--- src/rtl/sseg_scan_driver.sv ---
// rtl/sseg_scan_driver.sv - multiplexed seven-segment scan driver with dead time and leading-zero blanking
//
// Purpose:
//   Time-multiplexes NUM_DIGITS seven-segment digits. Each digit is selected
//   for REFRESH_DIV clock cycles. The first cycle of every digit slot is dark
//   to suppress ghosting. Segment and anode outputs are active-low and
//   registered.
//
// Parameters:
//   NUM_DIGITS   number of multiplexed digits (1..8)
//   REFRESH_DIV  clock cycles per digit slot (>= 2)
//   HEX_MODE     0: codes 10..15 are blank, 1: codes 10..15 show A,b,C,d,E,F
//
// Ports:
//   clk_i          clock, rising edge
//   reset_i        asynchronous active-high reset
//   enable_i       1 = scan runs, 0 = scan frozen and display dark
//   digits_i       4-bit code per digit, digit i at [4i+3:4i]
//   dp_en_i        per-digit decimal point enable
//   blank_i        per-digit force-dark (dp included)
//   lz_suppress_i  1 = blank leading zeros (digit 0 never blanked)
//   sseg_o         active-low segments {dp,g,f,e,d,c,b,a}
//   an_o           active-low one-hot digit select
//   frame_tick_o   one-cycle pulse after each completed scan of all digits

module sseg_scan_driver #(
  parameter int NUM_DIGITS  = 4,
  parameter int REFRESH_DIV = 100000,
  parameter int HEX_MODE    = 0
) (
  input  logic                    clk_i,
  input  logic                    reset_i,
  input  logic                    enable_i,
  input  logic [4*NUM_DIGITS-1:0] digits_i,
  input  logic [NUM_DIGITS-1:0]   dp_en_i,
  input  logic [NUM_DIGITS-1:0]   blank_i,
  input  logic                    lz_suppress_i,
  output logic [7:0]              sseg_o,
  output logic [NUM_DIGITS-1:0]   an_o,
  output logic                    frame_tick_o
);

  localparam int CNT_W = $clog2(REFRESH_DIV);
  localparam int IDX_W = (NUM_DIGITS > 1) ? $clog2(NUM_DIGITS) : 1;

  localparam logic [CNT_W-1:0] CNT_LAST = CNT_W'(REFRESH_DIV - 1);
  localparam logic [IDX_W-1:0] IDX_LAST = IDX_W'(NUM_DIGITS - 1);

  // Scan position
  logic [CNT_W-1:0] cnt_q, cnt_d;
  logic [IDX_W-1:0] idx_q, idx_d;

  // Registered outputs
  logic [7:0]            sseg_q, sseg_d;
  logic [NUM_DIGITS-1:0] an_q, an_d;
  logic                  frame_tick_q, frame_tick_d;

  // Selected-digit attributes
  logic                  cnt_wrap;
  logic [3:0]            sel_code;
  logic                  sel_dp;
  logic                  sel_blank;
  logic                  sel_lz;
  logic [NUM_DIGITS-1:0] an_sel;
  logic [NUM_DIGITS-1:0] lz_mask;
  logic                  zero_run;

  // Active-low {g,f,e,d,c,b,a}
  function automatic logic [6:0] seg_decode(input logic [3:0] code);
    logic [6:0] seg;
    seg = 7'b1111111;
    case (code)
      4'h0: seg = 7'b1000000;
      4'h1: seg = 7'b1111001;
      4'h2: seg = 7'b0100100;
      4'h3: seg = 7'b0110000;
      4'h4: seg = 7'b0011001;
      4'h5: seg = 7'b0010010;
      4'h6: seg = 7'b0000010;
      4'h7: seg = 7'b1111000;
      4'h8: seg = 7'b0000000;
      4'h9: seg = 7'b0010000;
      4'hA: seg = (HEX_MODE != 0) ? 7'b0001000 : 7'b1111111;
      4'hB: seg = (HEX_MODE != 0) ? 7'b0000011 : 7'b1111111;
      4'hC: seg = (HEX_MODE != 0) ? 7'b1000110 : 7'b1111111;
      4'hD: seg = (HEX_MODE != 0) ? 7'b0100001 : 7'b1111111;
      4'hE: seg = (HEX_MODE != 0) ? 7'b0000110 : 7'b1111111;
      4'hF: seg = (HEX_MODE != 0) ? 7'b0001110 : 7'b1111111;
      default: seg = 7'b1111111;
    endcase
    return seg;
  endfunction

  // Refresh counter and scan index; both freeze while disabled
  always_comb begin
    cnt_wrap = (cnt_q == CNT_LAST);
    cnt_d    = cnt_q;
    idx_d    = idx_q;
    if (enable_i) begin
      cnt_d = cnt_wrap ? '0 : cnt_q + CNT_W'(1);
      if (cnt_wrap) begin
        idx_d = (idx_q == IDX_LAST) ? '0 : idx_q + IDX_W'(1);
      end
    end
  end

  // Leading-zero mask: walk from the most significant digit down while
  // every digit seen so far is zero. Digit 0 always stays visible.
  always_comb begin
    zero_run = 1'b1;
    lz_mask  = '0;
    for (int i = NUM_DIGITS - 1; i >= 0; i--) begin
      zero_run   = zero_run & (digits_i[4*i +: 4] == 4'h0);
      lz_mask[i] = lz_suppress_i & zero_run & (i != 0);
    end
  end

  // Pick the attributes of the digit at idx_q
  always_comb begin
    sel_code  = 4'h0;
    sel_dp    = 1'b0;
    sel_blank = 1'b0;
    sel_lz    = 1'b0;
    an_sel    = '1;
    for (int i = 0; i < NUM_DIGITS; i++) begin
      if (idx_q == IDX_W'(i)) begin
        sel_code  = digits_i[4*i +: 4];
        sel_dp    = dp_en_i[i];
        sel_blank = blank_i[i];
        sel_lz    = lz_mask[i];
        an_sel[i] = 1'b0;
      end
    end
  end

  // Output next-state: dark when disabled or in the dead cycle (cnt==0)
  always_comb begin
    an_d         = '1;
    sseg_d       = 8'hFF;
    frame_tick_d = 1'b0;
    if (enable_i) begin
      // Pulse follows the edge where idx wraps from the last digit to 0
      frame_tick_d = cnt_wrap && (idx_q == IDX_LAST);
      if (cnt_q != '0) begin
        an_d = an_sel;
        if (!sel_blank) begin
          sseg_d = {~sel_dp, sel_lz ? 7'b1111111 : seg_decode(sel_code)};
        end
      end
    end
  end

  always_ff @(posedge clk_i or posedge reset_i) begin
    if (reset_i) begin
      cnt_q        <= '0;
      idx_q        <= '0;
      an_q         <= '1;
      sseg_q       <= 8'hFF;
      frame_tick_q <= 1'b0;
    end else begin
      cnt_q        <= cnt_d;
      idx_q        <= idx_d;
      an_q         <= an_d;
      sseg_q       <= sseg_d;
      frame_tick_q <= frame_tick_d;
    end
  end

  assign sseg_o       = sseg_q;
  assign an_o         = an_q;
  assign frame_tick_o = frame_tick_q;

endmodule
--- config.mk ---
export PLATFORM = sky130hd
export DESIGN_NAME = sseg_scan_driver
export DESIGN_NICKNAME = d
export VERILOG_FILES = /design/src/rtl/sseg_scan_driver.sv
export SDC_FILE = /design/constraint.sdc
export NUM_CORES = 1
export LEC_CHECK = 0
export ABC_AREA = 1
export BUFFER_PORTS_ARGS = -buffer_cell sky130_fd_sc_hd__buf_2
export CORE_ASPECT_RATIO = 1.25
export CORE_MARGIN = 3
export CORE_UTILIZATION = 55
export CTS_CLUSTER_SIZE = 10
export DETAILED_ROUTE_END_ITERATION = 12
export PLACE_DENSITY_LB_ADDON = 0.3
export SKIP_LAST_GASP = 1
export SYNTH_ARGS = -nofsm -noshare
export SYNTH_HDL_FRONTEND = slang
export SYNTH_SLANG_ARGS = --single-unit
--- constraint.sdc ---
create_clock -name clk_i -period 2.55 [get_ports clk_i]
set_clock_uncertainty 0.2 [all_clocks]
set_input_delay 0.51 -clock clk_i [delete_from_list [all_inputs] [get_ports clk_i]]
set_output_delay 0.51 -clock clk_i [all_outputs]
set_load 0.02 [all_outputs]
==> flow_summary.ini <==
[clock_tree]
h-tree-depth = 2
cts_root_buf = clkbuf_8
clockBufferDepth = 2
clk_pin_slew_ps = 70
numCtsBuffers = 5
worst_skew_pair.late_latency_ps = 280
cts.sinks = 32
post_cts_buffers = 0
holdBufCountCts = 0
cts_tree = built
cts_resized = 0

[detailed_routing]
num_vias = 1866
viasPerCell = 5.14
totalWireLength_um = 4360
drcViolationCount = 0
first_pass_iters = 4
final_antenna_net_count = 0
post_drt_wl_per_cell_um = 12.0
drt_iter0_markers = 55

[synth]
synth_enable_flop_cells = 0
synth_cell_types = 33
avgSynthCellArea_um2 = 7.30
synth_area_leaders = dfrtp_1 25%, dfstp_2 15%, nand2_1 15%, inv_1 6.6%, nand3_1 5.9%
syn_nets = 314
synth_flop_cell = dfrtp_1
ys_seq_area_share_pct = 40.0
ys_ff_latch = 32
synth_area_um2 = 2040
synth_largest_area_cell = dfrtp_1
yosysTopAreaCellShare_pct = 24.6
async_reset_ff_share_pct = 100
synthCells = 279
yosys_warnings = 0

[grt]
grt_overflow = 0
grt-busiest-layer = met2
met1_usage_pct = 25.1
grt.met3_usage_pct = 5.38
grt_util_met2_pct = 40.3
grt_first_pass_wirelength_um = 7680
grt_pass1_vias = 1877
grt_usage_pct = 22.4
grt_max_degree = 33
antenna_found_initial = 0

[power_and_ir_drop]
power.leakage_nw = 1.24
p_per_area_nw_per_um2 = 566
peakVddDrop_mv = 0.501

[placement]
hpwlAfterDp_um = 3360
gp_congestion = 0.807
place_area_um2 = 2250
portBuffers = 40
place_ws_ps = 412

[timing]
drv_slew = 0
timing.slew.headroom_pct = 74.2
fin_crit_ps = 2190
fin_crit_sh_pct = 85.9
setup_violations = 0
rsz0062_at_grt = false
hold_violations = 0
tns_ps = 0
timing.final.ws_setup_ps = 360
tightest_slew_ps = 387
fmax_mhz = 457

[layout]
n_antenna_cell = 0
multi_input_comb_area_um2 = 1030
fillers = 346
utilization_pct = 66.7
drive_above_1_share_pct = 23.5
regArea_um2 = 816
area_growth_pct = 15.1
fin_area_um2 = 2340
fin_nets = 358

[setup_path]
required_ps = 2580
crit_path_frequent_cell = nand2_1
worstPathCellList = inv_1, ha_1, inv_2, nand2_1, nand3_1, a21oi_1, ha_1, inv_1, nand2_1, nand2_1, nand2_1, nand2_1
worst_setup_path_end_kind = register
critical_path.top_delay_family = adder cells
critPathLaunchType = register
worst-path-buf-inv = 3
worstSetupPathType = register to register
cp_data_arrival_time_ps = 2220
worst-path-max-fanout = 9
slowest_delay_ps = 400
cp_slowest_cell = dfrtp_1

[floorplan]
fp.dieW_um = 60.4
initial_core_util_pct = 58.0
design.core.area_um2 = 3510
io_pins = 41
num_rows = 24
die_area_um2 = 4470
die_h_um = 74.0

[run_status]
status = complete, no violations

[flow_run]
cap_violations = 0

[worst_hold_path]
hold_class = primary input to asynchronous set/reset pin
state kept, by name (all words and copies together) (netlist names):
signal / flops
sseg_o: 8
cnt_q: 17
idx_q: 2
an_o: 4
frame_tick_o: 1
routing by layer:
metal	vias up	share of wire, %
li1	974	-
met1	836	41
met2	48	52
met3	8	5.1
met4	0	2.1
met5	-	0
cells in the final DEF (no fill, tap or decap), types with 7 or more instances in the layout:
master and n:
dfstp_2 12, inv_1 36, nor2_1 32, a21oi_1 9, ha_1 7, o21ai_0 8
buf_2 40, nand2_1 82, dfrtp_1 20, nand3_1 24, nand4_1 8
cell usage after synthesis, types with 3 or more instances:
| cell type | number |
|---|---|
| nand2_1 | 82 |
| nand3_1 | 24 |
| nor3_1 | 6 |
| nand4_1 | 8 |
| o21ai_0 | 8 |
| dfrtp_1 | 20 |
| xor2_1 | 5 |
| nor2_1 | 32 |
| dfstp_2 | 12 |
| inv_1 | 36 |
| buf_6 | 3 |
| ha_1 | 7 |
| a21oi_1 | 9 |
per-stage QoR:
| step | hold WS, ps | total power, W | instances |
|---|---|---|---|
| after global routing | 109 | 0.00141 | 363 |
| after CTS | 93.0 | 0.00134 | 363 |
| after detailed placement | 362 | 0.000944 | 355 |
| final | 86.8 | 0.00133 | 363 |
| after global placement | 337 | 0.000929 | 355 |
| after floorplan | 296 | 0.000856 | 279 |
logic make-up after synthesis:
logic type,Yosys count,share of synthesized area (%)
compound gates,23,6.57
xor+xnor,6,2.58
fa+ha+maj,7,4.30
buf+inv,43,9.46
flops,32,40.0
simple gates,168,37.0
final timing paths:
path / startpoint / endpoint / slack, ps / depth (start not counted)
min in group clk_i: dp_en_i[3] / sseg_o[7] / 200 / 2
worst min-delay path: reset_i / cnt_q[14] / 90 / 3
worst min register to register: cnt_q[10] / cnt_q[10] / 370 / 1
worst max register to register: idx_q[1] / sseg_o[3] / 360 / 12
worst max-delay path: idx_q[1] / sseg_o[3] / 360 / 12
max in group asynchronous: reset_i / an_o[0] / 1740 / 3
cell type report:
class | instances | area share (%)
flip-flops and latches | 32 | 34.8
multi-input cells | 204 | 43.9
well taps | 39 | 2.08
repair buffers | 41 | 8.86
inverters | 39 | 6.46
clock buffers | 5 | 2.93
clock inverters | 3 | 1.01
report_power, final:
group / internal (W) / total [W] / switching, W / leakage [nW]
Sequential: 0.000576 / 0.000639 / 0.0000625 / 0.364
Combinational: 0.000114 / 0.000296 / 0.000182 / 0.840
Clock: 0.000193 / 0.000392 / 0.000199 / 0.0404
worst min-delay path, cell delays in order:
cell,delay [ps]
buf_2,90
inv_1,40
buf_4,350
Power figures use the tool's default switching activity.
